File: src/rtl/seq_detect_pkg.sv
// Shared constants, types and helpers for the programmable sequence detector.
package seq_detect_pkg;

    // Width needed to hold a pattern length from 0 up to max_len inclusive.
    function automatic int unsigned len_w(input int unsigned max_len);
        return $clog2(max_len + 1);
    endfunction

    // Power-on pattern is the legacy fixed 1011 detector.
    localparam logic [7:0]  PAT_RST_DEF = 8'b0000_1011;
    localparam int unsigned LEN_RST_DEF = 4;

    typedef enum logic {
        OVL_OFF = 1'b0,
        OVL_ON  = 1'b1
    } ovl_mode_e;

endpackage

File: src/rtl/seq_match_counter.sv
// Saturating match counter with sticky overflow flag; clear has priority.
module seq_match_counter #(
    parameter int unsigned CNT_W = 16
) (
    input  logic             i_clk,
    input  logic             i_rst_n,
    input  logic             i_inc,
    input  logic             i_clr,
    output logic [CNT_W-1:0] o_count,
    output logic             o_ovf
);

    logic [CNT_W-1:0] r_count;
    logic             r_ovf;

    // Count matches, holding at all-ones and flagging further matches.
    always_ff @(posedge i_clk or negedge i_rst_n) begin
        if (!i_rst_n) begin
            r_count <= '0;
            r_ovf   <= 1'b0;
        end else if (i_clr) begin
            r_count <= '0;
            r_ovf   <= 1'b0;
        end else if (i_inc) begin
            if (&r_count) begin
                r_ovf <= 1'b1;
            end else begin
                r_count <= r_count + CNT_W'(1);
            end
        end
    end

    assign o_count = r_count;
    assign o_ovf   = r_ovf;

endmodule

File: src/rtl/seq_detect_prog.sv
// Programmable serial sequence detector: runtime pattern/length, selectable
// overlap, one-cycle match pulse and saturating match counter.
module seq_detect_prog
    import seq_detect_pkg::*;
#(
    parameter int unsigned          MAX_LEN = 8,
    parameter int unsigned          CNT_W   = 16,
    parameter logic [MAX_LEN-1:0]   PAT_RST = MAX_LEN'(PAT_RST_DEF),
    parameter int unsigned          LEN_RST = LEN_RST_DEF,
    localparam int unsigned         LEN_W   = len_w(MAX_LEN)
) (
    input  logic               clk,
    input  logic               reset_n,
    input  logic               inp_bit,
    input  logic               in_valid,
    input  logic               cfg_load,
    input  logic [MAX_LEN-1:0] pattern,
    input  logic [LEN_W-1:0]   pat_len,
    input  logic               overlap_en,
    input  logic               count_clr,
    output logic               seq_seen,
    output logic [CNT_W-1:0]   match_count,
    output logic               cnt_ovf
);

    localparam logic [LEN_W-1:0] MaxLenW = LEN_W'(MAX_LEN);
    localparam logic [LEN_W-1:0] LenRstW = LEN_W'(LEN_RST);
    localparam logic [LEN_W:0]   OneExt  = (LEN_W + 1)'(1);

    logic [MAX_LEN-1:0] r_pat;
    logic [LEN_W-1:0]   r_len;
    ovl_mode_e          r_ovl;
    logic [MAX_LEN-1:0] r_hist;
    logic [LEN_W-1:0]   r_fill;
    logic               r_seen;

    logic [MAX_LEN-1:0] w_hist_nxt;
    logic [MAX_LEN-1:0] w_mask;
    logic [LEN_W-1:0]   w_len_clamp;
    logic [LEN_W-1:0]   w_fill_inc;
    logic               w_accept;
    logic               w_fill_ok;
    logic               w_len_ok;
    logic               w_match;

    // A bit presented alongside cfg_load is dropped; the new config starts clean.
    assign w_accept    = in_valid && !cfg_load;
    assign w_hist_nxt  = {r_hist[MAX_LEN-2:0], inp_bit};
    assign w_len_clamp = (pat_len > MaxLenW) ? MaxLenW : pat_len;
    assign w_fill_inc  = (r_fill == MaxLenW) ? r_fill : r_fill + LEN_W'(1);
    assign w_fill_ok   = ({1'b0, r_fill} + OneExt) >= {1'b0, r_len};
    assign w_len_ok    = r_len >= LEN_W'(2);

    // Mask selecting the low r_len bits of history and pattern.
    always_comb begin
        w_mask = '0;
        for (int i = 0; i < int'(MAX_LEN); i++) begin
            w_mask[i] = LEN_W'(i) < r_len;
        end
    end

    assign w_match = w_accept && w_len_ok && w_fill_ok
                     && ((w_hist_nxt & w_mask) == (r_pat & w_mask));

    // Active configuration registers, loaded on the cfg_load strobe.
    always_ff @(posedge clk or negedge reset_n) begin
        if (!reset_n) begin
            r_pat <= PAT_RST;
            r_len <= LenRstW;
            r_ovl <= OVL_ON;
        end else if (cfg_load) begin
            r_pat <= pattern;
            r_len <= w_len_clamp;
            r_ovl <= overlap_en ? OVL_ON : OVL_OFF;
        end
    end

    // History shift register and fill count; fill restarts after a
    // non-overlapping match so matched bits are never reused.
    always_ff @(posedge clk or negedge reset_n) begin
        if (!reset_n) begin
            r_hist <= '0;
            r_fill <= '0;
        end else if (cfg_load) begin
            r_hist <= '0;
            r_fill <= '0;
        end else if (in_valid) begin
            r_hist <= w_hist_nxt;
            r_fill <= (w_match && r_ovl == OVL_OFF) ? '0 : w_fill_inc;
        end
    end

    // Registered one-cycle match pulse.
    always_ff @(posedge clk or negedge reset_n) begin
        if (!reset_n) begin
            r_seen <= 1'b0;
        end else begin
            r_seen <= w_match;
        end
    end

    seq_match_counter #(
        .CNT_W (CNT_W)
    ) u_counter (
        .i_clk   (clk),
        .i_rst_n (reset_n),
        .i_inc   (w_match),
        .i_clr   (count_clr),
        .o_count (match_count),
        .o_ovf   (cnt_ovf)
    );

    assign seq_seen = r_seen;

endmodule

File: config.mk
export PLATFORM = sky130hd
export DESIGN_NAME = seq_detect_prog
export DESIGN_NICKNAME = d
export VERILOG_FILES = /design/src/rtl/seq_detect_pkg.sv /design/src/rtl/seq_match_counter.sv /design/src/rtl/seq_detect_prog.sv
export SDC_FILE = /design/constraint.sdc
export NUM_CORES = 1
export LEC_CHECK = 0
export BUFFER_PORTS_ARGS = -buffer_cell sky130_fd_sc_hd__buf_4
export CAP_MARGIN = 20
export CORE_AREA = 10 10 83 85
export DETAILED_ROUTE_END_ITERATION = 16
export DIE_AREA = 0 0 93 95
export GPL_TIMING_DRIVEN = 0
export PLACE_DENSITY_LB_ADDON = 0.08
export SETUP_SLACK_MARGIN = 0.02
export SYNTH_ARGS = -nofsm -noshare
export SYNTH_HDL_FRONTEND = slang
export SYNTH_HIERARCHICAL = 1
export SYNTH_SLANG_ARGS = --single-unit
File: constraint.sdc
create_clock -name clk -period 3.9 [get_ports clk]
set_clock_uncertainty 0.15 [all_clocks]
set_input_delay 0.78 -clock clk [delete_from_list [all_inputs] [get_ports clk]]
set_output_delay 0.78 -clock clk [all_outputs]
set_load 0.01 [all_outputs]
==> Flow_metrics.wiki <==
{| class="wikitable"
! Metric !! Value
|-
| Run status || finished, final reports clean
|-
| Worst min path class || primary input to asynchronous set/reset pin
|-
| Initial core utilization || 0.4444
|-
| Internal power of the cells || 0.6830 mW
|-
| Die Y || 95 um
|-
| Initial antenna violation count || 0
|-
| Clock slew seen by the registers of the worst setup and hold paths || 0.08 ns
|-
| Number of antenna-violating nets in the routed design || 0
|-
| Overflow left after global routing || 0
|-
| Fraction of synthesized area in multiplexers || 0.07648
|-
| Power Dens Cells || 317.7 nW/um^2
|-
| DR pass1 iterations || 4
|-
| Level count of the clock H-tree || 2
|-
| Core region area || 5338 um^2
|-
| Area of the multi-input gates || 1254 um^2
|-
| Synthesized flop and latch total || 42
|-
| Crit path kind || register to register
|-
| Top cells by count, synth || dfrtp_1 (37), a21oi_1 (16), nor2_1 (15)
|-
| Vias per cell || 5.566
|-
| RSZ-0062 raised after global routing || false
|-
| Count of routing violations after the opening detailed-route iteration || 59
|-
| Met2 wire len || 2750 um
|-
| Xor and xnor area share after synthesis || 0.03692
|-
| Proportion of total power due to net switching || 0.2437
|-
| Wire length of the first global-routing pass || 9252 um
|-
| Hold bufs inserted after CTS || 0
|-
| Crit path time final || 3.576 ns
|-
| Complex-gate fraction of the synthesized area || 0.1545
|-
| Pins over their slew limit || 0
|-
| DPL Wire Length || 4085 um
|-
| Slew margin rel. || 0.4679
|-
| Comb power frac || 0.113
|-
| Startpoint class of the critical path || register
|-
| Predominant post-synthesis flop cell || dfrtp_1
|-
| I/O Buffers || 36
|-
| Die outline width || 93 um
|-
| All-layer global routing usage || 0.1294
|-
| Worst-case register-to-register setup slack || 0.32 ns
|-
| Via total after detailed routing || 1937
|-
| Number of resized instances in the post-cts repair step || 0
|-
| Share of synthesized cell area in full adder, half adder and majority cells || 0.03692
|-
| Peak supply drop || 0.1702 mV
|-
| Cell Area, Placed || 2733 um^2
|-
| Delay of the slowest cell on the worst path || 0.58 ns
|-
| Dominant combinational cell family by area after synthesis || simple AND/OR/NAND/NOR gates
|-
| Worst slew pin tran || 0.7915 ns
|-
| Standard-cell row count || 27
|-
| Most frequently used cell type in the post-synthesis netlist || dfrtp_1
|-
| Post-synthesis instance area || 2372 um^2
|-
| Top achievable clock speed || 0.2796 GHz
|-
| Antenna Cells || 0
|-
| Source of the worst register-to-register timing path || r_fill[0]$_DFFE_PN0P_
|-
| Fraction of registers with async set/reset || 1.000
|-
| Post-Layout Inst Area || 2843 um^2
|-
| Arrival time of the worst setup path || 3.64 ns
|-
| Share of synthesized cell area in and, or, nand and nor gates || 0.2236
|-
| Final period util || 0.9170
|-
| Sequential cell area in the final layout || 1057 um^2
|-
| Library cell used as clock root buffer || clkbuf_8
|-
| Final WL || 5532 um
|-
| Sink count of the clock tree || 42
|-
| TritonCTS clock tree || built
|-
| Final layout net count || 301
|-
| Post-Route Setup TNS || 0 ns
|-
| Endpoint of the worst register-to-register path || u_counter/o_count[9]$_DFFE_PN0P_
|-
| Crit path buf inv count || 1
|-
| Area Growth Syn to Fin || 19.83%
|-
| Largest area contributor in the netlist || dfrtp_1
|-
| Warning count from the yosys run || 6
|-
| Later-pin clock latency in the skew report || 0.29 ns
|-
| DR top layer || met4
|-
| Crit-path slowest cell || or4_1
|-
| Length of routed wiring on met1 || 2500 um
|-
| Top-level I/O count || 37
|-
| Number of max-cap violations || 0
|-
| Max Buffers Root-to-Sink || 2
|-
| Area share of the largest cell type after synthesis || 0.3903
|-
| Portion of total power attributed to sequential cells || 0.521
|-
| Maximum fanout encountered on the critical timing path || 10
|-
| Proportion of power drawn by the clock network || 0.366
|-
| Die Area || 8835 um^2
|-
| Average routed wire per standard cell || 15.90 um
|-
| Total length of routed met3 wires || 256 um
|-
| Endpoints failing hold || 0
|-
| Synthesized area divided by synthesized cell count || 10.23 um^2
|-
| Vias in the first global route || 1956
|-
| EDFF count, synth || 0
|-
| Number of cell instances on the worst register-to-register path || 12
|-
| Crit-path cells || ha_1 -> xor2_1 -> ha_1 -> o21ai_0 -> o21ai_1 -> nand3_1 -> nor2_1 -> buf_2 -> and3_1 -> nand3_1 -> or4_1 -> a21oi_1
|-
| Cells taking the most area after synthesis || dfrtp_1 (39%), dfstp_2 (5.5%), mux2_2 (4.3%)
|-
| Yosys cell types || 53
|-
| Fraction of layout instances using a drive strength above 1 || 0.2609
|-
| Net switching power of the design || 0.2200 mW
|-
| Top cell family by delay on the critical path || simple AND/OR/NAND/NOR gates
|-
| Number of buffers added by the clock tree synthesis step || 5
|-
| Sort of element at the end of the critical path || register
|-
| Endpoint required time on the critical path || 3.97 ns
|-
| Sequential cell area fraction in the yosys report || 0.4457
|-
| Syn Inst Count || 232
|-
| Number of setup buffers added after CTS || 0
|-
| Drc violations || 0
|-
| GP Congestion || 0.7786
|-
| Setup violators final || 0
|-
| Total nets after synthesis || 258
|-
| Static Leak || 1.252 nW
|-
| Pin count of the biggest net entering global routing || 43
|-
| Filler cell count || 530
|}
-- area by class of cell --
type                            count  share of cell area
Inverter                            7            0.009243
Sequential cell                    42              0.3719
Clock buffer                        8             0.03873
Multi-Input combinational cell    175              0.4410
Tap cell                           72             0.03169
Timing Repair Buffer               36             0.09507
Buffer                              8             0.01232
-- worst max-delay path by stage --
stage / start / end / slack [ns] / cells past startpoint
6_report: r_fill[0]$_DFFE_PN0P_ / u_counter/o_count[9]$_DFFE_PN0P_ / 0.32 / 12
5_1_grt: r_fill[0]$_DFFE_PN0P_ / u_counter/o_count[7]$_DFFE_PN0P_ / 0.07 / 12
4_1_cts: r_fill[0]$_DFFE_PN0P_ / u_counter/o_count[9]$_DFFE_PN0P_ / 0.30 / 12
3_5_place_dp: r_fill[0]$_DFFE_PN0P_ / u_counter/o_count[9]$_DFFE_PN0P_ / 0.34 / 12
3_3_place_gp: r_fill[0]$_DFFE_PN0P_ / u_counter/o_count[9]$_DFFE_PN0P_ / 0.41 / 12
2_1_floorplan: r_fill[0]$_DFFE_PN0P_ / u_counter/o_count[8]$_DFFE_PN0P_ / 0.85 / 12
-- registers in the layout, indices dropped and copies added (netlist names) --
| register | flops |
|---|---|
| r_fill | 4 |
| r_len | 4 |
| r_ovl | 1 |
| r_hist | 7 |
| seq_seen | 1 |
| u_counter/o_ovf | 1 |
| r_pat | 8 |
| u_counter/o_count | 16 |
-- worst reg2reg max path: stages (launching register included) --
cell and delay, ns:
dfrtp_1 0.43, ha_1 0.28, xor2_1 0.16, ha_1 0.27, o21ai_0 0.07, o21ai_1 0.28
nand3_1 0.11, nor2_1 0.27, buf_2 0.27, and3_1 0.24, nand3_1 0.25, or4_1 0.58
a21oi_1 0.15
-- power groups by stage --
| stage | clock, mW | sequential (mW) | combinational [mW] |
|---|---|---|---|
| finish | 0.330 | 0.471 | 0.102 |
| global route | 0.357 | 0.474 | 0.115 |
| CTS | 0.342 | 0.471 | 0.104 |
| detailed placement | 0 | 0.479 | 0.104 |
| global placement | 0 | 0.479 | 0.103 |
| floorplan | 0 | 0.475 | 0.0662 |
-- metal layers --
metal  vias to the layer above  GRT usage
met5                         -          0
met4                         0    0.04242
met3                         4    0.03886
met2                        41     0.2190
met1                       934     0.1537
li1                        958          -
-- layout by cell type, fill, tap and decap left out, types with 3 or more instances in the layout --
cell type | synthesis | final
inv_1 | 7 | 7
nand2b_1 | 6 | 6
xnor2_1 | 3 | 3
a311oi_1 | 3 | 3
nor2_1 | 15 | 15
clkbuf_1 | 4 | 4
buf_2 | 4 | 4
o31ai_1 | 6 | 6
nand3_1 | 12 | 12
nor4_1 | 3 | 3
a21oi_1 | 16 | 16
mux2_2 | 9 | 9
buf_4 | 0 | 36
a211oi_1 | 4 | 4
and3_1 | 5 | 5
or4_1 | 6 | 6
ha_1 | 7 | 7
nand4_1 | 4 | 4
dfstp_2 | 5 | 5
dfrtp_1 | 37 | 37
nand2_1 | 9 | 9
o21ai_0 | 5 | 5
nor2b_1 | 5 | 5
nor3_1 | 5 | 5
mux2i_1 | 8 | 8
clkbuf_8 | 0 | 8
xor2_1 | 7 | 7
a31oi_1 | 3 | 3
nand3b_1 | 3 | 3
-- kinds of logic (layout without fill, tap and decap cells) --
| kind of cell | after synthesis | after routing |
|---|---|---|
| AO/OA/AOI/OAI | 53 | 53 |
| XOR/XNOR | 10 | 10 |
| adder cells (fa/ha/maj) | 7 | 7 |
| buffers and inverters | 15 | 59 |
| flip-flops | 42 | 42 |
| multiplexers | 17 | 17 |
| AND/OR/NAND/NOR | 88 | 88 |
-- metrics by stage --
step | util | setup slack [ns] | power [mW] | std cells | hold WS [ns]
global placement | 0.5120 | 0.4063 | 0.5815 | 340 | 0.3520
CTS | 0.5326 | 0.3027 | 0.9173 | 348 | 0.3295
finish | 0.5326 | 0.3236 | 0.9030 | 348 | 0.3088
global route | 0.5326 | 0.07196 | 0.9456 | 348 | 0.3414
floorplan | - | 0.8470 | 0.5409 | 232 | 0.3344
detailed placement | 0.5120 | 0.3417 | 0.5836 | 340 | 0.3389
No activity file was read; power rests on OpenSTA's default activity.
